[config.mk]
export PLATFORM = sky130hd
export DESIGN_NAME = dice_roller
export DESIGN_NICKNAME = d
export VERILOG_FILES = /design/src/rtl/dice_roller.sv
export SDC_FILE = /design/constraint.sdc
export NUM_CORES = 1
export LEC_CHECK = 0
export CAP_MARGIN = 5
export CELL_PAD_IN_SITES_DETAIL_PLACEMENT = 1
export CELL_PAD_IN_SITES_GLOBAL_PLACEMENT = 2
export CORE_ASPECT_RATIO = 1.25
export CORE_MARGIN = 2
export CORE_UTILIZATION = 34
export CTS_BUF_LIST = sky130_fd_sc_hd__clkbuf_4
export CTS_CLUSTER_DIAMETER = 80
export DETAILED_ROUTE_END_ITERATION = 8
export PLACE_DENSITY = 0.79
export SLEW_MARGIN = 20
export SYNTH_ARGS = -nofsm -noshare
export SYNTH_HDL_FRONTEND = slang
export SYNTH_SLANG_ARGS = --single-unit
[constraint.sdc]
create_clock -name clk -period 2 [get_ports clk]
set_input_delay 0.3 -clock clk [delete_from_list [all_inputs] [get_ports clk]]
set_output_delay 0.3 -clock clk [all_outputs]
set_load 0.005 [all_outputs]
[src/rtl/dice_roller.sv]
// dice_roller: turns the free-running 3-bit rng stream into a fair pair of
// six-sided dice. Out-of-range samples (0, 7) are re-drawn up to MAX_REJECT
// times per die, after which the sample is force-mapped (0->1, 7->6) so every
// roll completes in bounded time. Results are delivered with a one-cycle
// roll_valid pulse and held until the next completed roll.
//
// Optional feature: define DICE_DOUBLES_EN to add the doubles / doubles_cnt
// outputs (consecutive-doubles tracking). Without it those ports are absent.
module dice_roller #(
  parameter int unsigned MAX_REJECT = 7
) (
  input  logic       clk,
  input  logic       reset,
  input  logic [2:0] rand_in,
  input  logic       roll_req,
  output logic       busy,
  output logic       roll_valid,
  output logic [2:0] die1,
  output logic [2:0] die2,
  output logic [3:0] sum
`ifdef DICE_DOUBLES_EN
  ,
  output logic       doubles,
  output logic [1:0] doubles_cnt
`endif
);

  localparam logic [1:0] S_IDLE = 2'd0;
  localparam logic [1:0] S_DIE1 = 2'd1;
  localparam logic [1:0] S_DIE2 = 2'd2;
  localparam logic [1:0] S_DONE = 2'd3;

  localparam logic [3:0] LP_MAX_REJECT = MAX_REJECT[3:0];

  logic [1:0] r_state;
  logic [1:0] w_state_nxt;
  logic [3:0] r_rej_cnt;
  logic [2:0] r_die1;
  logic [2:0] r_die2;
  logic [3:0] r_sum;

  logic       w_in_range;
  logic       w_at_limit;
  logic       w_capture;
  logic [2:0] w_die_val;
  logic       w_rolling;

`ifdef DICE_DOUBLES_EN
  logic       r_doubles;
  logic [1:0] r_doubles_cnt;
  logic       w_is_double;
`endif

  // Classify the current sample and decide the value a capture would take.
  always_comb begin
    w_in_range = (rand_in != 3'd0) && (rand_in != 3'd7);
    w_at_limit = (r_rej_cnt >= LP_MAX_REJECT);
    w_rolling  = (r_state == S_DIE1) || (r_state == S_DIE2);
    w_capture  = w_rolling && (w_in_range || w_at_limit);
    if (w_in_range) begin
      w_die_val = rand_in;
    end else if (rand_in == 3'd0) begin
      w_die_val = 3'd1;
    end else begin
      w_die_val = 3'd6;
    end
  end

  // Next-state selection: each die state exits on a capture, DONE always
  // returns to IDLE so roll_req is only ever looked at from IDLE.
  always_comb begin
    w_state_nxt = r_state;
    case (r_state)
      S_IDLE:  if (roll_req) w_state_nxt = S_DIE1;
      S_DIE1:  if (w_capture) w_state_nxt = S_DIE2;
      S_DIE2:  if (w_capture) w_state_nxt = S_DONE;
      S_DONE:  w_state_nxt = S_IDLE;
      default: w_state_nxt = S_IDLE;
    endcase
  end

  // State register.
  always_ff @(posedge clk or negedge reset) begin
    if (!reset) begin
      r_state <= S_IDLE;
    end else begin
      r_state <= w_state_nxt;
    end
  end

  // Reject counter: counts consecutive rejections for the die being drawn,
  // cleared on entry to DIE1 and on every capture.
  always_ff @(posedge clk or negedge reset) begin
    if (!reset) begin
      r_rej_cnt <= '0;
    end else if (r_state == S_IDLE) begin
      r_rej_cnt <= '0;
    end else if (w_capture) begin
      r_rej_cnt <= '0;
    end else if (w_rolling) begin
      r_rej_cnt <= r_rej_cnt + 4'd1;
    end
  end

  // First die capture.
  always_ff @(posedge clk or negedge reset) begin
    if (!reset) begin
      r_die1 <= '0;
    end else if (w_capture && (r_state == S_DIE1)) begin
      r_die1 <= w_die_val;
    end
  end

  // Second die capture; sum is formed from the value being captured this edge
  // so it lands together with die2.
  always_ff @(posedge clk or negedge reset) begin
    if (!reset) begin
      r_die2 <= '0;
      r_sum  <= '0;
    end else if (w_capture && (r_state == S_DIE2)) begin
      r_die2 <= w_die_val;
      r_sum  <= {1'b0, r_die1} + {1'b0, w_die_val};
    end
  end

`ifdef DICE_DOUBLES_EN
  always_comb begin
    w_is_double = (r_die1 == w_die_val);
  end

  // Doubles flag and saturating consecutive-doubles count, updated with sum.
  always_ff @(posedge clk or negedge reset) begin
    if (!reset) begin
      r_doubles     <= 1'b0;
      r_doubles_cnt <= '0;
    end else if (w_capture && (r_state == S_DIE2)) begin
      r_doubles <= w_is_double;
      if (!w_is_double) begin
        r_doubles_cnt <= '0;
      end else if (r_doubles_cnt != 2'd3) begin
        r_doubles_cnt <= r_doubles_cnt + 2'd1;
      end
    end
  end

  assign doubles     = r_doubles;
  assign doubles_cnt = r_doubles_cnt;
`endif

  assign busy       = w_rolling;
  assign roll_valid = (r_state == S_DONE);
  assign die1       = r_die1;
  assign die2       = r_die2;
  assign sum        = r_sum;

endmodule

======== Word level (Yosys, flattened, before mapping) ========
Cells that the tools add are included.
cells by class
  add/subtract/negate cells ............... 2
  muxes and demuxes ....................... 9
  $mul .................................... 0
  magnitude comparators ................... 1
  shifts and indexed selects .............. 0
  div/mod/pow operators ................... 0
  equality and inequality tests ........... 7
  bitwise gates (word level) .............. 0
  reduce and logical (&&, ||, !) cells .... 11
operators with widths
  operator                                              count
  2-to-1 mux 4 bit                                      3
  case mux 2 bit (4 select lines)                       1
  2-to-1 mux 2 bit                                      3
  2-to-1 mux 3 bit                                      2
  inequality test 2 bit (second input constant)         3
  nonzero test 3 bit                                    2
  adder 3 x 3 -> 4 bit                                  1
  adder 4 x 1 -> 4 bit (second input constant)          1
  equality test 2 bit (second input constant)           2
  >= comparator 4 x 3 -> 1 bit (second input constant)  1
  logical AND 1 bit                                     4
  zero test 3 bit                                       1
  inequality test 3 bit (second input constant)         1
  AND reduction 3 bit                                   1
  equality test 2 x 1 -> 1 bit (second input constant)  1
  zero test 2 bit                                       1
  logical OR 1 bit                                      2
word-level totals
  ROM bits ................................ 0
  output and inout bits ................... 12
  register bits ........................... 16
  input bits .............................. 6
  RAM bits ................................ 0
  logic and storage cells ................. 35
  bits in latches ......................... 0
  memories ................................ 0

======== Logic depth before layout (Yosys ltp) ========
Gate-level depths: netlist of the first run.
  word-level depth ........................ 6
  depth in mapped cells ................... 8
  gate-level depth less buffers ........... 8

======== Least setup slack after synthesis of the first run ========
OpenSTA, ideal clock, no wires.
  kind .................................... input-to-reg
  from .................................... in rand_in[0]
  to ...................................... reg r_sum[2] (netlist: sum[2])
  setup time .............................. 0.125 ns
  setup slack ............................. 0.353 ns
  path buffers ............................ 0
  arrival time ............................ 1.522 ns
  stages on the path ...................... 7
  data required time ...................... 1.875 ns
  cell sequence ........................... inv_1 > a21o_2 > o21ai_0 > ha_1 > fa_1 > xor2_1 > mux2_4
RTL lines
  what                                                   RTL line  text
  start: declaration                                     14        input logic [2:0] rand_in,
  zero test 3 bit, or another cell as far along          62        end else if (rand_in == 3'd0) begin
  2-to-1 mux 3 bit or logical AND 1 bit (tied branches)  62, 56
  2-to-1 mux 3 bit *                                     60        if (w_in_range) begin
  net w_die_val[0]                                       45        logic [2:0] w_die_val;
  adder 3 x 3 -> 4 bit *                                 122       r_sum <= {1'b0, r_die1} + {1'b0, w_die_val};
  end signal: assignment                                 122
  end: declaration                                       40        logic [3:0] r_sum;
The timed path passes the listed nets; every way through them passes the cells marked *.
A chain may end at the register's enable or synchronous reset.

======== Final worst setup path of the first run ========
  from .................................... reg r_state[1]
  to ...................................... out busy
between the ends
  word-level cells in the longest chain between the ends .. 2
ends and longest elaborated chain
  what                                                                 RTL line  text
  start: declaration                                                   35        logic [1:0] r_state;
  start signal: assignment                                             87        r_state <= w_state_nxt;
  equality test 2 x 1 -> 1 bit or equality test 2 bit (tied branches)  58        w_rolling = (r_state == S_DIE1) || (r_state == S_DIE2);
  logical OR 1 bit *                                                   58
  end: declaration                                                     16        output logic busy,
Mark *: on every way between the ends. The rest lies on a longest branch, timed or not.

==> flow_summary.json, run 1 <==
{
  "setup.worst_path.end_class": "primary output",
  "grt_util_met1_pct": 16.0,
  "synth.avg_cell_area_um2": 11.4,
  "cts_made_buffers": 3,
  "utilization_pct": 46.7,
  "start_kind": "register",
  "final_count_of_hold_timing_violations": 0,
  "numClockSinks": 16,
  "cts_root_buf": "clkbuf_4",
  "timing.rr.start": "r_rej_cnt[0]",
  "drt-total-wl_mm": 2.08,
  "pwr_density_nw_per_um2": 1630,
  "initial_core_util_pct": 35.5,
  "fp.coreArea_um2": 2650,
  "max-slew-margin-rel_pct": 78.6,
  "residual_antenna_violating_net_count_after_detailed_routing": 0,
  "post_place_cell_area_um2": 1180,
  "fin_skew_ps": 3.21,
  "placement_rows": 21,
  "rsz_0062_raised_after_global_routing": "false",
  "async_reset_ff_share_pct": 100,
  "finalNetCount": 126,
  "grt-busiest-layer": "met2",
  "via_count": 734,
  "globalplace.congestion": 0.727,
  "timing.setup.critical_path_class": "register to primary output",
  "io_buffer_count": 17,
  "global_route.usage.met3_pct": 2.39,
  "areaGrowthSynthToFinish_pct": 31.3,
  "synth-seq-area-share_pct": 42.4,
  "leakagePower_uw": 0.000581,
  "synthDistinctLibCells": 30,
  "detail_route.iter0.violations": 6,
  "vias_in_the_first_global_route": 822,
  "timing.fmax_ghz": 0.524,
  "synth.net_count": 99,
  "floorplan_die_width_um": 51.1,
  "die_h_um": 62.9,
  "crit_start": "r_state[1]",
  "required_ps": 1700,
  "maxCapViolations": 0,
  "design.die.area_um2": 3210,
  "grt_util_met2_pct": 27.9,
  "worst-slew-pin-transition_ps": 317,
  "worst-path-max-fanout": 9,
  "cts-hold-fix-buffers": 0,
  "drt_pass1_iterations": 2,
  "first_pass_grt_wire_length_mm": 3.64,
  "finish.instance_area_um2": 1240,
  "syn_inst": 83,
  "timing.final.crit_period_ps": 1910,
  "ioPinCount": 18,
  "grt_max_degree": 17,
  "cts.clk_slew.worst_paths_ps": 100,
  "gr-total-overflow": 0,
  "peakVddDrop_v": 0.000697,
  "timing.hold.worst.class": "input pin to async pin",
  "dp_hpwl_mm": 1.60,
  "syn-cell-area_um2": 943,
  "rrSetupSlack_ps": 280,
  "layoutNonFillerInstCount": 143,
  "share_of_post_route_cells_with_drive_strength_above_1_pct": 25.7,
  "num_antenna_cells": 0,
  "antenna_violations_before_repair": 0,
  "yosysWarnings": 0,
  "worstPathArrival_ps": 1610,
  "globalRouteTotalUtil_pct": 15.2,
  "setup_total_negative_slack_ps": 0,
  "final_min_period_over_clock_period_pct": 95.3,
  "drt-wirelength-per-cell_um": 14.5,
  "cts.htree.levels": 1,
  "outcome": "finished, final reports clean",
  "synth-edff-count": 0,
  "reg2regPathDepth": 6,
  "regToRegEndpoint": "sum[2]",
  "yosys_register_bits": 16,
  "postSynth.topFlopCell": "dfrtp_1",
  "detail_route.drc_violations": 0,
  "clockBufferDepth": 2,
  "clkLatencyLatePin_ps": 290,
  "tritoncts_clock_tree": "yes",
  "dp.cells": 137,
  "setup_viol": 0,
  "route.detailed.vias_per_inst": 5.13,
  "final_max_slew_viol_count": 0
}
## placed cells by master (no fill, tap or decap), drive strengths merged, types with 2 or more instances in the layout
cell type / n
nor3: 3
o21ai: 3
a21oi: 5
and3: 3
buf: 10
inv: 4
nand2: 3
clkdlybuf4s50: 17
a31oi: 2
nand3: 3
a22o: 3
nor2: 3
mux2: 9
a21o: 3
clkbuf: 3
dfrtp: 16
ha: 9
## registers in the layout (all words and copies together) (netlist names)
name and count:
die1 3, r_rej_cnt 4, r_state 2, sum 4
die2 3
## worst max path at each step
stage                         to
after detailed placement  sum[2]
final                       busy
after CTS                   busy
after global routing        busy
after global placement    sum[2]
after floorplan           sum[2]
## stage by stage
stage / power [µW] / worst slack (ps) / hold slack (ps)
floorplan: 1310 / 353 / 4.41
global placement: 1730 / -209 / 494
detailed placement: 1790 / -218 / 501
CTS: 2030 / 9.14 / 325
global route: 2210 / 31.1 / 336
finish: 2020 / 93.2 / 324
## area by class of cell
class	instances	area (µm²)
multi-input combinational	58	509
clock inverter	1	3.75
tap	34	42.5
clock buffer	3	22.5
timing repair buffer	27	245
inverter	4	15.0
fill	303	1420
sequential	16	400
## logic make-up (layout without fill, tap and decap cells)
kind of cell / count (synthesis) / in the layout / synth area share, %
and+or+nand+nor: 19 / 19 / 10.5
DFF: 16 / 16 / 42.4
adders and majority gates: 10 / 10 / 14.1
xor gates and xnor gates: 1 / 1 / 0.929
AOI/OAI and AO/OA: 19 / 19 / 14.1
buffers and inverters: 9 / 35 / 4.91
muxes: 9 / 9 / 13.1
## routing by layer
metal / share of wire, % / vias to the layer above / routed length, µm
li1: - / 350 / -
met1: 41 / 361 / 848
met2: 53 / 18 / 1100
met3: 4.0 / 5 / 84
met4: 2.1 / 0 / 44
met5: 0 / - / 0
## power breakdown
part | total, µW | switching (µW) | leakage, µW | internal [µW]
registers | 576 | 101 | 0.000195 | 475
clock network | 180 | 107 | 0.0000154 | 72.6
logic | 1260 | 513 | 0.000371 | 750
total | 2020 | 721 | 0.000581 | 1300
## critical path: stages, from the launching register on
cell	delay, ps
dfrtp_1	370
inv_1	100
ha_4	340
clkdlybuf4s50_1	510
## synth_stat cells (2+ instances only)
cell / count / area share, %
nor2_1: 3 / 1.2
a21oi_1: 5 / 2.7
dfrtp_1: 16 / 42
clkbuf_1: 3 / 1.2
o21ai_0: 2 / 1.1
inv_1: 4 / 1.6
a22o_1: 3 / 2.8
nor3_1: 3 / 1.6
nand2_1: 3 / 1.2
mux2_2: 3 / 3.6
nand3_1: 3 / 1.6
ha_1: 9 / 12
and3_1: 2 / 1.3
a21o_1: 2 / 1.6
mux2_4: 6 / 9.5
a31oi_1: 2 / 1.3
## repair_timing
item | CTS | global route
setup buffers | 1 | 1
resized for setup | 2 | 0
endpoints found under the setup margin | 1 | 1
Note: power is estimated with default switching activity, not from simulation.
==> run 2, diff against run 1 <==
CORE_MARGIN = 4   (was 2)
==> flow_summary.json, run 2 (same netlist as run 1, synthesis figures left out) <==
{
  "outcome": "finished, final reports clean",
  "sw_frac_of_total_pct": 35.8,
  "start_kind": "input pin",
  "layout_commonest_cell": "clkdlybuf4s50_1",
  "num_antenna_cells": 0,
  "peakVddDrop_v": 0.000942,
  "cts_resizes": 0,
  "numClockSinks": 16,
  "leakagePower_uw": 0.000589,
  "tritoncts_clock_tree": "yes",
  "first_pass_grt_wire_length_mm": 3.77,
  "regToRegEndpoint": "die2[1]",
  "final_min_period_over_clock_period_pct": 97.2,
  "p_switching_uw": 720,
  "gr-total-overflow": 0,
  "detail_route.iter0.violations": 17,
  "detail_route.drc_violations": 0,
  "residual_antenna_violating_net_count_after_detailed_routing": 0,
  "cts_root_buf": "clkbuf_4",
  "globalplace.congestion": 0.730,
  "finalNetCount": 127,
  "cts_made_buffers": 3,
  "drt-wirelength-per-cell_um": 15.1,
  "post_route_hold_slack_ps": 330,
  "pwr-share-comb_pct": 62.1,
  "commonest_non_fill_non_tap_cells_in_the_layout": "clkdlybuf4s50_1 (17), dfrtp_1 (16), buf_4 (10)",
  "timing.final.crit_period_ps": 1940,
  "drt-total-wl_mm": 2.17,
  "globalRouteTotalUtil_pct": 14.0,
  "drt_pass1_iterations": 4,
  "internal_power_uw": 1290,
  "via_count": 744,
  "cts.clk_slew.worst_paths_ps": 100,
  "clkLatencyLatePin_ps": 290,
  "clockBufferDepth": 2,
  "share_of_post_route_cells_with_drive_strength_above_1_pct": 25.5,
  "route.detailed.vias_per_inst": 5.17,
  "worst-slew-pin-transition_ps": 330,
  "pwr_density_nw_per_um2": 1620,
  "crit_path_cell_trace": "clkdlybuf4s50_1, a21o_2, o21ai_0, ha_1, fa_1, xor2_1, mux2_4",
  "setup_total_negative_slack_ps": 0,
  "fp.coreArea_um2": 2680,
  "vias_in_the_first_global_route": 848,
  "worst-path-max-fanout": 4,
  "max_stage_delay_ps": 530,
  "maxCapViolations": 0,
  "antenna_violations_before_repair": 0,
  "ioPinCount": 18,
  "final_max_slew_viol_count": 0,
  "fin_skew_ps": 12.2,
  "setup.worst_path.end_class": "register",
  "floorplan_die_width_um": 55.1,
  "grt_max_degree": 17,
  "pwr-share-seq_pct": 29.1,
  "timing.rr.start": "r_rej_cnt[0]",
  "worstPathArrival_ps": 2130,
  "cts.htree.levels": 1,
  "final_count_of_hold_timing_violations": 0,
  "required_ps": 2180,
  "reg2regPathDepth": 6,
  "timing.hold.worst.class": "input pin to async pin",
  "rrSetupSlack_ps": 270,
  "timing.setup.critical_path_class": "input pin to register",
  "io_buffer_count": 17,
  "worst_path_max_delay_cell": "clkdlybuf4s50_1",
  "initial_core_util_pct": 35.2,
  "design.die.area_um2": 3690,
  "max-slew-margin-rel_pct": 77.8,
  "clockPowerShare_pct": 8.8,
  "utilization_pct": 46.5,
  "setup_viol": 0,
  "placement_rows": 21,
  "areaGrowthSynthToFinish_pct": 32.1,
  "cts-hold-fix-buffers": 0,
  "die_h_um": 66.9,
  "crit_start": "rand_in[1]",
  "timing.fmax_ghz": 0.515,
  "dp_hpwl_mm": 1.63
}
==> run 2: cell types whose count changed in the layout (fill, tap and decap cells not counted), sizes merged <==
| cell | previous run | this run |
|---|---|---|
| buf | 10 | 11 |
==> run 2: metal layers <==
layer	vias up	part of all wire, %	track usage, %
met5	-	0	0
met2	17	51	23.7
met3	2	4.1	2.24
li1	346	-	-
met4	0	0.65	5.47
met1	379	44	17.1
==> run 2: cell type report <==
class	count	area (µm²)
fillers	304	1430
multi-input cells	58	497
flip-flops and latches	16	400
repair buffers	28	265
well taps	34	42.5
clock buffers	3	22.5
inverters	4	15.0
clock inverters	1	3.75
==> run 2: worst max-delay path by stage <==
stage / endpoint / slack (ps)
2_1_floorplan: sum[2] / 350
5_1_grt: busy / -7
6_report: sum[2] / 60
3_3_place_gp: sum[2] / -210
4_1_cts: busy / 10
3_5_place_dp: sum[2] / -250
==> run 2: worst max-delay path: cells and delay by family <==
kind            cells  cell delay [ps]
compound gates      2              270
mux                 1              250
fa+ha+maj           2              630
buf+inv             1              530
xor+xnor            1              150
==> run 2: power by group through the flow <==
stage	logic (µW)	registers [µW]	clock network [µW]
floorplan	721	589	0
global placement	1180	596	0
detailed placement	1220	604	0
CTS	1250	591	188
global route	1400	606	202
finish	1250	585	177
==> run 2: timing repair <==
item	4_1_cts	5_1_grt
setup buffers	1	1
endpoints found under the setup margin	1	1
cloned	0	0
==> run 2: stage by stage <==
step / cells / power (µW) / worst slack [ps] / instance area [µm²]
4_1_cts: 143 / 2030 / 15.0 / 1240
3_3_place_gp: 138 / 1780 / -206 / 1200
3_5_place_dp: 138 / 1820 / -247 / 1200
5_1_grt: 144 / 2210 / -7.23 / 1250
2_1_floorplan: 83 / 1310 / 353 / 943
6_report: 144 / 2010 / 57.0 / 1250
